`config.mk`:
```
export PLATFORM = sky130hd
export DESIGN_NAME = vga_plot_arbiter_flat
export DESIGN_NICKNAME = d
export VERILOG_FILES = /design/src/rtl/vga_plot_if.sv /design/src/rtl/vga_plot_arbiter.sv /design/src/flat_wrapper.sv
export SDC_FILE = /design/constraint.sdc
export NUM_CORES = 1
export LEC_CHECK = 0
export CAP_MARGIN = 20
export CORE_MARGIN = 2
export CORE_UTILIZATION = 38
export CTS_CLUSTER_SIZE = 30
export DETAILED_ROUTE_END_ITERATION = 7
export PLACE_DENSITY = 0.81
export SLEW_MARGIN = 20
export SYNTH_ARGS = -nofsm -noshare
export SYNTH_HDL_FRONTEND = slang
export SYNTH_SLANG_ARGS = --single-unit
```
`constraint.sdc`:
```
create_clock -name clk -period 2.2 [get_ports clk]
set_clock_uncertainty 0.15 [all_clocks]
set_input_delay 0.55 -clock clk [delete_from_list [all_inputs] [get_ports clk]]
set_output_delay 0.55 -clock clk [all_outputs]
set_load 0.03 [all_outputs]
```
`src/rtl/vga_plot_if.sv`:
```
// Bundle between the drawing engines (master) and the pixel-port arbiter (slave):
// per-requester request/pixel lanes in, one registered VGA pixel stream out.
interface vga_plot_if #(
  parameter int NUM_REQ = 3
);
  logic [NUM_REQ-1:0]   req;
  logic [NUM_REQ-1:0]   wr;
  logic [NUM_REQ-1:0]   last;
  logic [9*NUM_REQ-1:0] x_in;
  logic [8*NUM_REQ-1:0] y_in;
  logic [9*NUM_REQ-1:0] colour_in;
  logic [NUM_REQ-1:0]   gnt;
  logic [8:0]           x_out;
  logic [7:0]           y_out;
  logic [8:0]           colour_out;
  logic                 plot_out;
  logic                 busy;
  logic                 timeout;

  modport master (
    output req, wr, last, x_in, y_in, colour_in,
    input  gnt, x_out, y_out, colour_out, plot_out, busy, timeout
  );

  modport slave (
    input  req, wr, last, x_in, y_in, colour_in,
    output gnt, x_out, y_out, colour_out, plot_out, busy, timeout
  );
endinterface

```
`src/rtl/vga_plot_arbiter.sv`:
```
// Round-robin, burst-granular arbiter for the single VGA adapter pixel port.
// The owner's pixels are registered onto x/y/colour/plot; everyone else is dropped.
module vga_plot_arbiter #(
  parameter int NUM_REQ  = 3,
  parameter int MAX_HOLD = 1024,
  parameter int HOLD_W   = 11
) (
  input  logic        clk,
  input  logic        resetn,
  vga_plot_if.slave   bus
);

  typedef enum logic [1:0] {
    IDLE    = 2'd0,
    GRANT   = 2'd1,
    RELEASE = 2'd2
  } state_e;

  state_e            state_q, state_d;
  logic [1:0]        ptr_q, ptr_d;
  logic [1:0]        own_q, own_d;
  logic [HOLD_W-1:0] hold_q, hold_d;
  logic [8:0]        x_q, x_d;
  logic [7:0]        y_q, y_d;
  logic [8:0]        colour_q, colour_d;
  logic              plot_q, plot_d;
  logic              timeout_q, timeout_d;

  // Lanes padded to four slots so a 2-bit owner/pointer indexes them for any NUM_REQ.
  logic [3:0] req_w, wr_w, last_w;
  logic [8:0] slot_x [4];
  logic [7:0] slot_y [4];
  logic [8:0] slot_c [4];

  logic       found;
  logic [1:0] pick;
  logic       own_req, own_wr, own_last, end_last, expire;

  function automatic logic [1:0] wrap_idx(input logic [1:0] base, input int off);
    logic [2:0] s;
    s = {1'b0, base} + 3'(off);
    if (s >= 3'(NUM_REQ)) s = s - 3'(NUM_REQ);
    return s[1:0];
  endfunction

  always_comb begin
    req_w  = '0;
    wr_w   = '0;
    last_w = '0;
    req_w[NUM_REQ-1:0]  = bus.req;
    wr_w[NUM_REQ-1:0]   = bus.wr;
    last_w[NUM_REQ-1:0] = bus.last;
    for (int i = 0; i < 4; i++) begin
      slot_x[i] = '0;
      slot_y[i] = '0;
      slot_c[i] = '0;
    end
    for (int i = 0; i < NUM_REQ; i++) begin
      slot_x[i] = bus.x_in[9*i +: 9];
      slot_y[i] = bus.y_in[8*i +: 8];
      slot_c[i] = bus.colour_in[9*i +: 9];
    end
  end

  // First requester at or after the pointer, wrapping.
  always_comb begin
    found = 1'b0;
    pick  = ptr_q;
    for (int o = 0; o < NUM_REQ; o++) begin
      if (!found && req_w[wrap_idx(ptr_q, o)]) begin
        found = 1'b1;
        pick  = wrap_idx(ptr_q, o);
      end
    end
  end

  assign own_req  = req_w[own_q];
  assign own_wr   = wr_w[own_q];
  assign own_last = last_w[own_q];
  assign end_last = own_wr & own_last;
  assign expire   = (hold_q == HOLD_W'(MAX_HOLD - 1));

  always_comb begin
    state_d   = state_q;
    ptr_d     = ptr_q;
    own_d     = own_q;
    hold_d    = hold_q;
    x_d       = x_q;
    y_d       = y_q;
    colour_d  = colour_q;
    plot_d    = 1'b0;
    timeout_d = 1'b0;
    unique case (state_q)
      IDLE: begin
        if (found) begin
          own_d   = pick;
          hold_d  = '0;
          state_d = GRANT;
        end
      end
      GRANT: begin
        if (own_wr) begin
          x_d      = slot_x[own_q];
          y_d      = slot_y[own_q];
          colour_d = slot_c[own_q];
          plot_d   = 1'b1;
        end
        if (hold_q != HOLD_W'(MAX_HOLD)) hold_d = hold_q + HOLD_W'(1);
        // A real last or a dropped request takes precedence over the forced release.
        if (end_last || !own_req || expire) begin
          state_d   = RELEASE;
          timeout_d = expire & own_req & ~end_last;
        end
      end
      RELEASE: begin
        ptr_d   = wrap_idx(own_q, 1);
        state_d = IDLE;
      end
      default: state_d = IDLE;
    endcase
  end

  always_ff @(posedge clk or negedge resetn) begin
    if (!resetn) begin
      state_q   <= IDLE;
      ptr_q     <= '0;
      own_q     <= '0;
      hold_q    <= '0;
      x_q       <= '0;
      y_q       <= '0;
      colour_q  <= '0;
      plot_q    <= 1'b0;
      timeout_q <= 1'b0;
    end else begin
      state_q   <= state_d;
      ptr_q     <= ptr_d;
      own_q     <= own_d;
      hold_q    <= hold_d;
      x_q       <= x_d;
      y_q       <= y_d;
      colour_q  <= colour_d;
      plot_q    <= plot_d;
      timeout_q <= timeout_d;
    end
  end

  assign bus.gnt        = (state_q == GRANT) ? NUM_REQ'(4'b0001 << own_q) : '0;
  assign bus.x_out      = x_q;
  assign bus.y_out      = y_q;
  assign bus.colour_out = colour_q;
  assign bus.plot_out   = plot_q;
  assign bus.busy       = (state_q != IDLE);
  assign bus.timeout    = timeout_q;

endmodule

```
`src/flat_wrapper.sv`:
```
// flat-port wrapper written by rule: the top's interface ports become plain ports
module vga_plot_arbiter_flat 
#(
  parameter int NUM_REQ  = 3,
  parameter int MAX_HOLD = 1024,
  parameter int HOLD_W   = 11
)
  (clk, resetn, bus_req, bus_wr, bus_last, bus_x_in, bus_y_in, bus_colour_in, bus_gnt, bus_x_out, bus_y_out, bus_colour_out, bus_plot_out, bus_busy, bus_timeout);
  vga_plot_if #(.NUM_REQ(NUM_REQ)) bus_i ();
  input  logic clk;
  input  logic resetn;
  input wire logic [$bits(bus_i.req)-1:0] bus_req;
  input wire logic [$bits(bus_i.wr)-1:0] bus_wr;
  input wire logic [$bits(bus_i.last)-1:0] bus_last;
  input wire logic [$bits(bus_i.x_in)-1:0] bus_x_in;
  input wire logic [$bits(bus_i.y_in)-1:0] bus_y_in;
  input wire logic [$bits(bus_i.colour_in)-1:0] bus_colour_in;
  output wire logic [$bits(bus_i.gnt)-1:0] bus_gnt;
  output wire logic [$bits(bus_i.x_out)-1:0] bus_x_out;
  output wire logic [$bits(bus_i.y_out)-1:0] bus_y_out;
  output wire logic [$bits(bus_i.colour_out)-1:0] bus_colour_out;
  output wire logic [$bits(bus_i.plot_out)-1:0] bus_plot_out;
  output wire logic [$bits(bus_i.busy)-1:0] bus_busy;
  output wire logic [$bits(bus_i.timeout)-1:0] bus_timeout;
  assign bus_i.req = bus_req;
  assign bus_i.wr = bus_wr;
  assign bus_i.last = bus_last;
  assign bus_i.x_in = bus_x_in;
  assign bus_i.y_in = bus_y_in;
  assign bus_i.colour_in = bus_colour_in;
  assign bus_gnt = bus_i.gnt;
  assign bus_x_out = bus_i.x_out;
  assign bus_y_out = bus_i.y_out;
  assign bus_colour_out = bus_i.colour_out;
  assign bus_plot_out = bus_i.plot_out;
  assign bus_busy = bus_i.busy;
  assign bus_timeout = bus_i.timeout;
  vga_plot_arbiter #(.NUM_REQ(NUM_REQ), .MAX_HOLD(MAX_HOLD), .HOLD_W(HOLD_W)) u_core (.clk(clk), .resetn(resetn), .bus(bus_i));
endmodule
```
Word level (Yosys, flattened, before mapping). Cells that the tools add are included.

$add $sub $neg: 8. $lt $le $gt $ge: 9. Equality and inequality tests: 7. Shift operators: 1. Mux-type cells: 42. Bitwise gates (word level): 5. Reduce and logical (&&, ||, !) cells: 14.

Operators by type and width (number): 9-bit binary-select mux with 2-bit select (2); 9-bit two-way mux (4); 11-bit two-way mux (2); 11-bit one-hot mux with 2 select lines (1); 2-bit two-way mux (9); 8-bit binary-select mux with 2-bit select (1); 8-bit two-way mux (2); 1-bit two-way mux (13); 1-bit binary-select mux with 2-bit select (6); 2-bit by 3-bit < comparator with 1-bit output (second input constant) (4); 11-bit by 1-bit adder with 11-bit output (second input constant) (1); 11-bit by 10-bit == test with 1-bit output (second input constant) (1); 11-bit != test (second input constant) (1); 3-bit by 2-bit >= comparator with 1-bit output (second input constant) (3); 2-bit subtractor (second input constant) (4); 2-bit by 1-bit adder with 3-bit output (second input constant) (2); 2-bit by 1-bit != test with 1-bit output (second input constant) (3); 2-bit AND reduction (3); 2-bit one-hot mux with 2 select lines (1); 2-bit nonzero test (2); 2-bit by 2-bit adder with 3-bit output (second input constant) (1); 1-bit bitwise AND (3); 3-bit >= comparator (second input constant) (1); 1-bit zero test (3); other kinds (11) (13).

Bits in registers: 45. Input bits: 89. Output and inout port bits: 32. Logic and storage cells: 95.

Logic depth before layout (Yosys ltp). Gate-level depths: netlist of run 1.

Word-level depth: 13. Mapped depth: 9.

Least setup slack after synthesis of run 1. OpenSTA, ideal clock, no wires.

Path type: register -> output. From: register u_core.own_q[1]. To: output bus_gnt[1]. Arrival time: 1.513 ns. Setup slack: -0.013 ns. Cell stages (with the launch flop): 7. Buffers on the path: 3. Cell sequence: dfrtp_1 -> buf_2 -> buf_2 -> buf_2 -> inv_1 -> ha_1 -> and2_1.

Word-level cells in the longest chain between the ends: 2.

RTL lines: from (decl) (line vga_plot_arbiter.sv:21) `logic [1:0] own_q, own_d;`; from (signal assigned) (line vga_plot_arbiter.sv:137) `own_q <= own_d;`; 1-bit by 2-bit left shift with 3-bit output (line vga_plot_arbiter.sv:147) `assign bus.gnt = (state_q == GRANT) ? NUM_REQ'(4'b0001 << own_q) : '0;`; 3-bit two-way mux (line vga_plot_arbiter.sv:147); to (decl) (line flat_wrapper.sv:18) `output wire logic [$bits(bus_i.gnt)-1:0] bus_gnt;`.

No other way between the ends.

Worst setup path after layout of run 1. Same ends and word-level chain as after synthesis.

==> results of run 1 <==
-- state kept, by name, indices dropped and copies added, names as in the netlist --
name                   cells
u_core.ptr_q               2
u_core.bus.timeout         1
u_core.own_q               2
u_core.bus.y_out           8
u_core.hold_q             11
u_core.bus.plot_out        1
u_core.bus.colour_out      9
u_core.bus.x_out           9
u_core.state_q             2
-- per-stage QoR --
stage / power (mW) / setup slack, ns / utilization / cells
2_1_floorplan: 3.18 / 0.0690 / - / 310
3_3_place_gp: 4.35 / -0.173 / 0.602 / 531
3_5_place_dp: 4.44 / -0.295 / 0.602 / 531
4_1_cts: 5.19 / 0.00254 / 0.622 / 539
5_1_grt: 5.58 / -0.0437 / 0.627 / 541
6_report: 5.22 / 0.0865 / 0.627 / 541
-- kinds of logic (layout without fill, tap and decap cells) --
group,count (synthesis),count (layout),synth area share
AND/OR/NAND/NOR,109,109,0.182
AO/OA/AOI/OAI,80,80,0.167
flip-flops,45,45,0.418
XOR/XNOR,7,7,0.0228
multiplexers,32,32,0.120
adder cells (fa/ha/maj),10,10,0.0465
buffers and inverters,27,162,0.0432
-- critical path: stages (launching register included) --
cell,delay (ns)
dfrtp_2,0.45
inv_1,0.10
ha_1,0.14
and2_1,0.11
clkdlybuf4s15_2,0.30
-- cell usage in the layout, fill, tap and decap left out, types with 2 or more instances in the layout --
cell / Yosys / final
nor2_1: 43 / 43
xor2_1: 3 / 3
nand2_1: 34 / 34
and3_1: 4 / 4
nor3_1: 4 / 4
nand3b_1: 2 / 2
a21oi_1: 31 / 31
o21ai_1: 3 / 3
mux2i_1: 29 / 27
ha_1: 10 / 7
o21ai_0: 30 / 30
and2_1: 4 / 4
mux2_2: 3 / 3
dfrtp_1: 45 / 44
o221ai_1: 2 / 2
ha_2: 0 / 3
nor2b_2: 0 / 2
a22oi_1: 2 / 2
bufinv_16: 0 / 2
clkdlybuf4s50_1: 0 / 114
mux2i_2: 0 / 2
a31oi_1: 2 / 2
or3_1: 3 / 3
xnor2_1: 4 / 4
clkbuf_8: 0 / 5
nand2b_1: 3 / 3
nand3_1: 3 / 3
buf_4: 0 / 24
inv_1: 9 / 8
-- area by class of cell --
class / count / share of cell area
clock buffers: 5 / 0.0161
flip-flops and latches: 45 / 0.263
multi-input cells: 238 / 0.345
clock inverters: 3 / 0.0152
inverters: 9 / 0.00788
repair buffers: 145 / 0.325
well taps: 96 / 0.0280
-- routing by layer --
metal  global-route usage  vias up  part of all wire
met5                    0        -                 0
met4               0.0427        0            0.0095
met3               0.0405        8             0.046
met2                0.351       71              0.54
met1                0.246     1271              0.41
li1                     -     1333                 -
-- repair_timing --
item                                    4_1_cts  5_1_grt
gates resized for setup                       9       11
cloned                                        0        0
setup buffers                                 0        2
endpoints found under the setup margin        5       10
pin swaps                                     1        1
-- how the worst max path moves through the flow --
stage                    start                to  slack [ns]
5_1_grt        u_core.ptr_q[0]  u_core.hold_q[0]       -0.04
2_1_floorplan  u_core.own_q[1]        bus_gnt[1]        0.07
4_1_cts        u_core.own_q[1]        bus_gnt[0]       0.003
3_5_place_dp        bus_req[2]  u_core.hold_q[0]       -0.30
3_3_place_gp        bus_req[2]  u_core.hold_q[0]       -0.17
6_report       u_core.own_q[1]        bus_gnt[1]        0.09
-- where the power goes --
part | switching (mW) | internal, mW
registers | 0.184 | 1.12
logic | 1.78 | 1.39
clock network | 0.290 | 0.451
total | 2.26 | 2.97
==> impl_summary.md, run 1 <==
Route
In the routed layout, each cell is associated on average with a via count of 4.96. The number of DRC violations after detailed routing is 0. For this run, the detailed router's first-pass iteration total came to 4. The count of nets left with antenna violations once routing finished came out at 0. The number of design-rule violations left by the first detailed-router iteration is 111. The total length of routed wires is 7.80 mm.

The routed wirelength normalized by instance count is 14.4 um. The detailed router placed 2683 vias in this run.

Logic synthesis
The synthesized design contains 0 enable-type register cells. The share of the Yosys chip area taken by registers is 0.418. Sorting the synthesized cells by how often they occur yields dfrtp_1 (45), nor2_1 (43), nand2_1 (34).

Yosys attributes the largest share of cell area to dfrtp_1 (42%), mux2i_1 (11%), nor2_1 (6.0%). The net count after synthesis is 409. The share of synthesized flip-flops with an asynchronous set or reset is 1.00. The cell area that synthesis handed to floorplanning was 0.00269 mm2. After technology mapping, the gate count stands at 310. Of the post-synthesis cell area, the dominant cell type holds 0.418. The synthesized design spends more area on one cell type than any other, namely dfrtp_1. The average instance in the mapped netlist occupies 8.69 um2. Yosys mapped the design onto 43 distinct sky130hd cell types. Synthesis inferred 45 register bits.

For this run, the leading register cell type out of synthesis is dfrtp_1. The most common cell in the netlist is dfrtp_1. The Yosys step of the flow raised 0 warnings.

Min path
The classification of the worst-slack hold path is in -> async.

GRT
The via count of the first global-routing pass is 2545. The number of antenna violations at the first check in global routing was 0. The global-route congestion overflow total is 0.

For this run, the total global-route usage over all layers was measured as 0.197. Entering global routing, the biggest net connects 54 pins. The first global-routing pass estimated 12.0 mm of wire.

Power
VDD sags by at most 0.000740 V. The static leakage is 1.84 nW. The power density over the cells is 1220 mW/mm2.

Die
The count of boundary I/O pins is 121. The initial core utilization is 0.394. The core area is 0.00683 mm2. The number of rows in the core area is 30. Measured along the x axis, the die boundary spans 88.2 um. The die area is 0.00777 mm2.

The die height is 88.2 um.

Placed design
Summing all placed instances gives a cell area of 0.00412 mm2. The final RePlAce weighted congestion is 0.818. The final HPWL from detailed placement is 6.19 mm. The count of input and output buffers is 120.

Timing
The total negative slack for setup checks is 0 ns. At the pin with the least slew margin, the transition time is 0.432 ns. The fraction of the cycle the final worst path needs is 0.961.

Setup repair after global routing could not meet its margin everywhere. Hold is met by 0.0164 ns. The number of pins with negative max-slew slack in the final report is 0. The count of endpoints failing hold in the final timing report was 0. Static timing analysis puts the maximum clock frequency at 473 MHz. Setup violations remaining at the end of the flow were counted as 0.

The final critical delay including setup and external delays is 2.11 ns. The remaining max-slew budget at the tightest pin is 0.708.

Worst setup path
The worst setup path is captured at an output port. The number of cell instances on the worst register-to-register path is 6. STA puts the critical path data required time at 1.50 ns. The setup check on the worst reg-to-reg path leaves a slack of 0.09 ns.

In this run the critical register-to-register path is captured at u_core.hold_q[0]. STA classifies the critical path startpoint as a flip-flop. The beginning of the worst register-to-register path is u_core.ptr_q[1]. The critical path class is reg -> out. The critical-path maximum fanout is 4. The critical path arrival is 1.41 ns.

Clock network
After clock tree synthesis, the clock-pin slew on the worst setup and hold paths is 0.10 ns. The clock tree synthesis step divided the H-tree into 2 levels. TritonCTS built the clock tree. The buffer depth of the longest clock path is 2. Buffers inserted during clock tree synthesis total 5. The clock insertion delay at the later pin of the skew report is 0.30 ns. After clock tree synthesis, the flow added hold-fix buffers numbering 0.

Counting every sink on the clock net gives 45. Clock tree synthesis selected as its root buffer the cell clkbuf_8.

Finish
The register area is 0.00113 mm2. The repair_antennas step left the layout with diodes totalling 0. After the last flow step, the layout net total stands at 543. The layout cell share with drive strength beyond 1 is 0.117. The area of the multi-input gates is 0.00148 mm2. The finished cells cover 0.00429 mm2.

The post-synthesis to final-layout area growth is 59.2%. The fill cell total of the finished layout is 597.

Outcome
The run finished with clean final reports.

Flow run
The max-cap violation count is 0.
Power figures use the tool's default switching activity.
==> run 2, diff against run 1 <==
SLEW_MARGIN = default   (was 20)
==> results of run 2 <==
Final layout, timing and power as in run 1 (identical DEF).
==> run 3, diff against run 2 <==
ABC_AREA = 1   (was default)
CORE_UTILIZATION = 39   (was 38)
PLACE_DENSITY = 0.82   (was 0.81)
==> run 3 against run 2 <==
  * Global-route usage up 1.2 points
  * Critical path type unchanged
  * Final cell count up 13%
  * Die area up 0.89%
  * Synthesized cell count up 27%
  * Power up 7.8%
  * Final area down 0.85%
  * Count of clock-buffer cells in the layout unchanged
  * Maximum frequency down 0.22%
  * Critical path depth up 1
  * First-iteration DRC count up 83%
==> impl_summary.md, run 3 <==
Worst setup path
The beginning of the worst register-to-register path is u_core.ptr_q[0] (was u_core.ptr_q[1]). The critical path arrival came to 1.42 ns (was 1.41 ns). The end of the worst register-to-register path is u_core.hold_q[2] (was u_core.hold_q[0]). In this design, the critical path's most frequently occurring cell is inv_1.

The slowest library cell on the worst path was dfrtp_1 (was dfrtp_2). The worst endpoint required time is 1.50 ns (about the same). The largest stage delay on the critical path is 0.41 ns (was 0.45 ns). The reg-to-reg setup timing slack is 0.12 ns (was 0.09 ns). The critical path class was reg -> out (unchanged).

Critical-path cell list: inv_1, ha_1, inv_1, nor2_1, clkdlybuf4s15_2 (was inv_1, ha_1, and2_1, clkdlybuf4s15_2). The critical path startpoint category is a flip-flop (unchanged). The critical-path maximum fanout is 4 (unchanged). The kind of capture point of the worst setup path is an output port (unchanged). The number of cell instances on the worst register-to-register path is 11 (was 6).

Logic synthesis
The flip-flop and latch count after synthesis is 45 (unchanged). The post-synthesis instance area was 0.00279 mm2 (was 0.00269 mm2). The share of Yosys cell area claimed by the top area cell type is 0.404 (was 0.418). Dominant cells by area after synthesis: dfrtp_1 (40%), nor2_1 (13%), nand2_1 (9.0%) (was dfrtp_1 (42%), mux2i_1 (11%), nor2_1 (6.0%)). The most common cell in the netlist is nor2_1 (was dfrtp_1). Cell types with the highest counts after synthesis: nor2_1 (100), nand2_1 (67), dfrtp_1 (45) (was dfrtp_1 (45), nor2_1 (43), nand2_1 (34)). The number of library cell types mapped by synthesis is 22 (was 43). The share of synthesized flip-flops with an asynchronous set or reset was 1.00 (unchanged). The number of cells produced by synthesis was 393 (was 310). The number of enable flip-flop cells after synthesis came to 0 (unchanged). The top flip-flop cell by instance count after synthesis is dfrtp_1 (unchanged). The sequential share of the synthesized area is 0.404 (was 0.418).

The average size of a mapped cell is 7.10 um2 (was 8.69 um2). The Yosys warning count is 0 (unchanged). The dominant cell type by area after synthesis is dfrtp_1 (unchanged). The net count after synthesis is 492 (was 409).

Finish
The layout cell share with drive strength beyond 1 is 0.0734 (was 0.117). The register containing the most flip-flops in the final layout is u_core.hold_q (unchanged). The count of non-filler cells in the finished layout is 614 (was 541).

The net total in the final layout came to 618 (was 543). Commonest cells after routing, fill and taps aside: clkdlybuf4s50_1 (115), nor2_1 (97), nand2_1 (67) (was clkdlybuf4s50_1 (114), dfrtp_1 (44), nor2_1 (43)). The number of antenna cells inserted is 0 (unchanged).

The post-synthesis to final-layout area growth came to 52.4% (was 59.2%). The post-route standard cell area excluding fillers came to 0.00425 mm2 (was 0.00429 mm2). The flip-flop count of the largest register after layout is 11 (unchanged).

The most frequent standard cell in the layout excluding fill and tap cells is clkdlybuf4s50_1 (unchanged).

Placed design
The final RePlAce weighted congestion is 0.896 (was 0.818). The count of input and output buffers is 120 (unchanged). The area after detailed placement is 0.00417 mm2 (was 0.00412 mm2). The final HPWL from detailed placement was 6.66 mm (was 6.19 mm).

The post-placement cell count is 608 (was 531). The post-placement worst setup slack is -0.00470 ns (was -0.295 ns).

Clock network
The total number of clock tree sinks came to 45 (unchanged). The cell at the root of the clock tree was clkbuf_8 (unchanged). The TritonCTS clock tree is done (unchanged).

The clock transition at the registers of the reported paths is 0.09 ns (was 0.10 ns). The buffer depth of the longest clock path is 2 (unchanged). The number of H-tree levels was 2 (unchanged). The number of CTS-inserted buffers is 5 (unchanged). The clock insertion delay at the later pin of the skew report is 0.30 ns (about the same).

Timing
The final critical delay including setup and external delays was 2.12 ns (was 2.11 ns). The remaining max-slew budget at the tightest pin is 0.612 (was 0.708). The slew of the pin with the lowest slew margin came to 0.582 ns (was 0.432 ns). The fraction of the cycle the final worst path needs was 0.963 (was 0.961). The number of pins with negative max-slew slack in the final report was 0 (unchanged). The number of endpoints failing setup at the final stage is 0 (unchanged). The worst setup slack after layout is 0.0818 ns (was 0.0865 ns). The count of endpoints failing hold in the final timing report is 0 (unchanged). The maximum clock frequency was 472 MHz (was 473 MHz). Unrepaired setup endpoints after global routing: no (was yes).

Route
The total via count in the routed design was 3051 (was 2683). The routed wirelength normalized by instance count is 13.9 um (was 14.4 um). The detailed-routing iteration count for the pre-antenna-repair pass was 4 (unchanged). The via density per instance is 4.97 (was 4.96). The count of antenna-violating nets left after detailed routing was 0 (unchanged). The number of DRC violations after detailed routing came to 0 (unchanged). The number of design-rule violations left by the first detailed-router iteration was 203 (was 111). The total length of routed wires is 8.51 mm (was 7.80 mm).

GRT
The global-route usage over all layers came to 0.209 (was 0.197). The number of antenna violations at the first check in global routing is 0 (unchanged). The maximum number of pins on one net before global-route repair was 46 (was 54). The global-route congestion overflow total is 0 (unchanged). The global-route wire length before repair is 12.9 mm (was 12.0 mm). The via count of the first global-routing pass is 2781 (was 2545).

Power
The internal portion of total power is 2.88 mW (was 2.97 mW). The largest vdd supply drop is 0.000860 V (was 0.000740 V). The register share of total power came to 0.246 (was 0.250). The switching power summed over all nets came to 2.75 mW (was 2.26 mW). The clock group share of total power is 0.084 (was 0.142).

The static leakage is 1.82 nW (was 1.84 nW). The switching share of total power is 0.488 (was 0.432). The power density over the cells came to 1330 mW/mm2 (was 1220 mW/mm2).

The relative contribution of combinational cells to total power is 0.670 (was 0.608).

Min path
The classification of the worst-slack hold path is in -> async (unchanged).

Die
The chip width is 88.6 um (was 88.2 um). The number of rows in the core area is 30 (unchanged). The core area is 0.00687 mm2 (was 0.00683 mm2). The count of boundary I/O pins is 121 (unchanged). The initial core utilization came to 0.406 (was 0.394).

The die height was 88.6 um (was 88.2 um). The die area came to 0.00784 mm2 (was 0.00777 mm2).

Outcome
Outcome: finished, final reports clean (unchanged).

Flow run
The max-cap violation count is 0 (unchanged).
[run 3: cell types whose count changed in the layout (fill, tap and decap cells not counted), sizes merged, moves of 8 or more]
cell   before  now
nor2       43  101
nand2      34   69
mux2i      29    0
a21oi      31    4
nand3       3   28
a31oi       2   26
inv         9   32
o21ai      33   42
buf        26   18
[run 3: routing by layer]
layer	vias up	GRT usage	routed length (um)
li1	1538	-	-
met4	0	0.0427	74
met3	9	0.0438	683
met2	113	0.379	4210
met1	1391	0.258	3550
met5	-	0	0
[run 3: stage by stage]
stage | util | hold WS [ns] | TNS [ns] | power (mW)
2_1_floorplan | - | 0.104 | 0 | 3.73
3_3_place_gp | 0.607 | 0.379 | 0 | 5.05
3_5_place_dp | 0.607 | 0.391 | -0.0118 | 5.17
4_1_cts | 0.618 | 0.210 | 0 | 5.63
5_1_grt | 0.619 | 0.257 | 0 | 6.07
6_report | 0.619 | 0.185 | 0 | 5.63
[run 3: worst max path at each step]
stage	from	end	slack, ns	depth (start not counted)
after global placement	bus_req[1]	u_core.hold_q[2]	0.05	9
after floorplan	u_core.own_q[0]	bus_gnt[0]	0.08	6
after detailed placement	bus_wr[0]	u_core.bus.colour_out[5]	-0.005	8
after CTS	u_core.own_q[0]	bus_gnt[2]	0.05	5
after global routing	u_core.own_q[1]	bus_gnt[1]	0.006	5
final	u_core.own_q[1]	bus_gnt[1]	0.08	5
[run 3: cell type report]
| class | count | area [um2] |
|---|---|---|
| Tap cell | 96 | 120 |
| Clock inverter | 1 | 5.00 |
| Clock buffer | 5 | 68.8 |
| Timing Repair Buffer | 137 | 1350 |
| Fill cell | 606 | 2620 |
| Multi-Input combinational cell | 298 | 1460 |
| Sequential cell | 45 | 1130 |
| Inverter | 32 | 120 |
[run 3: what timing repair did]
action,CTS,global route
resized for setup,10,4
buffers inserted,0,0
pin swaps,0,0
hold buffers,0,0
endpoints found under the setup margin,4,10
[run 3: cells by family (layout without fill, tap and decap cells)]
kind of cell | count (synthesis) | in the layout | synth area share
and+or+nand+nor | 206 | 206 | 0.300
AOI/OAI and AO/OA | 76 | 76 | 0.154
buffers and inverters | 50 | 175 | 0.0785
DFF | 45 | 45 | 0.404
adders and majority gates | 10 | 10 | 0.0449
xor gates and xnor gates | 6 | 6 | 0.0188
[run 3: power by group through the flow]
stage / Combinational [mW] / Clock [mW] / Sequential (mW)
3_3_place_gp: 3.66 / 0 / 1.38
3_5_place_dp: 3.77 / 0 / 1.40
2_1_floorplan: 1.86 / 0 / 1.87
5_1_grt: 4.14 / 0.511 / 1.42
4_1_cts: 3.77 / 0.481 / 1.38
6_report: 3.78 / 0.473 / 1.38
[run 3: critical path, delay by kind of cell, from the launching register on]
family | cells | cell delay [ns]
buf+inv | 3 | 0.46
flops | 1 | 0.41
fa+ha+maj | 1 | 0.17
simple gates | 1 | 0.09
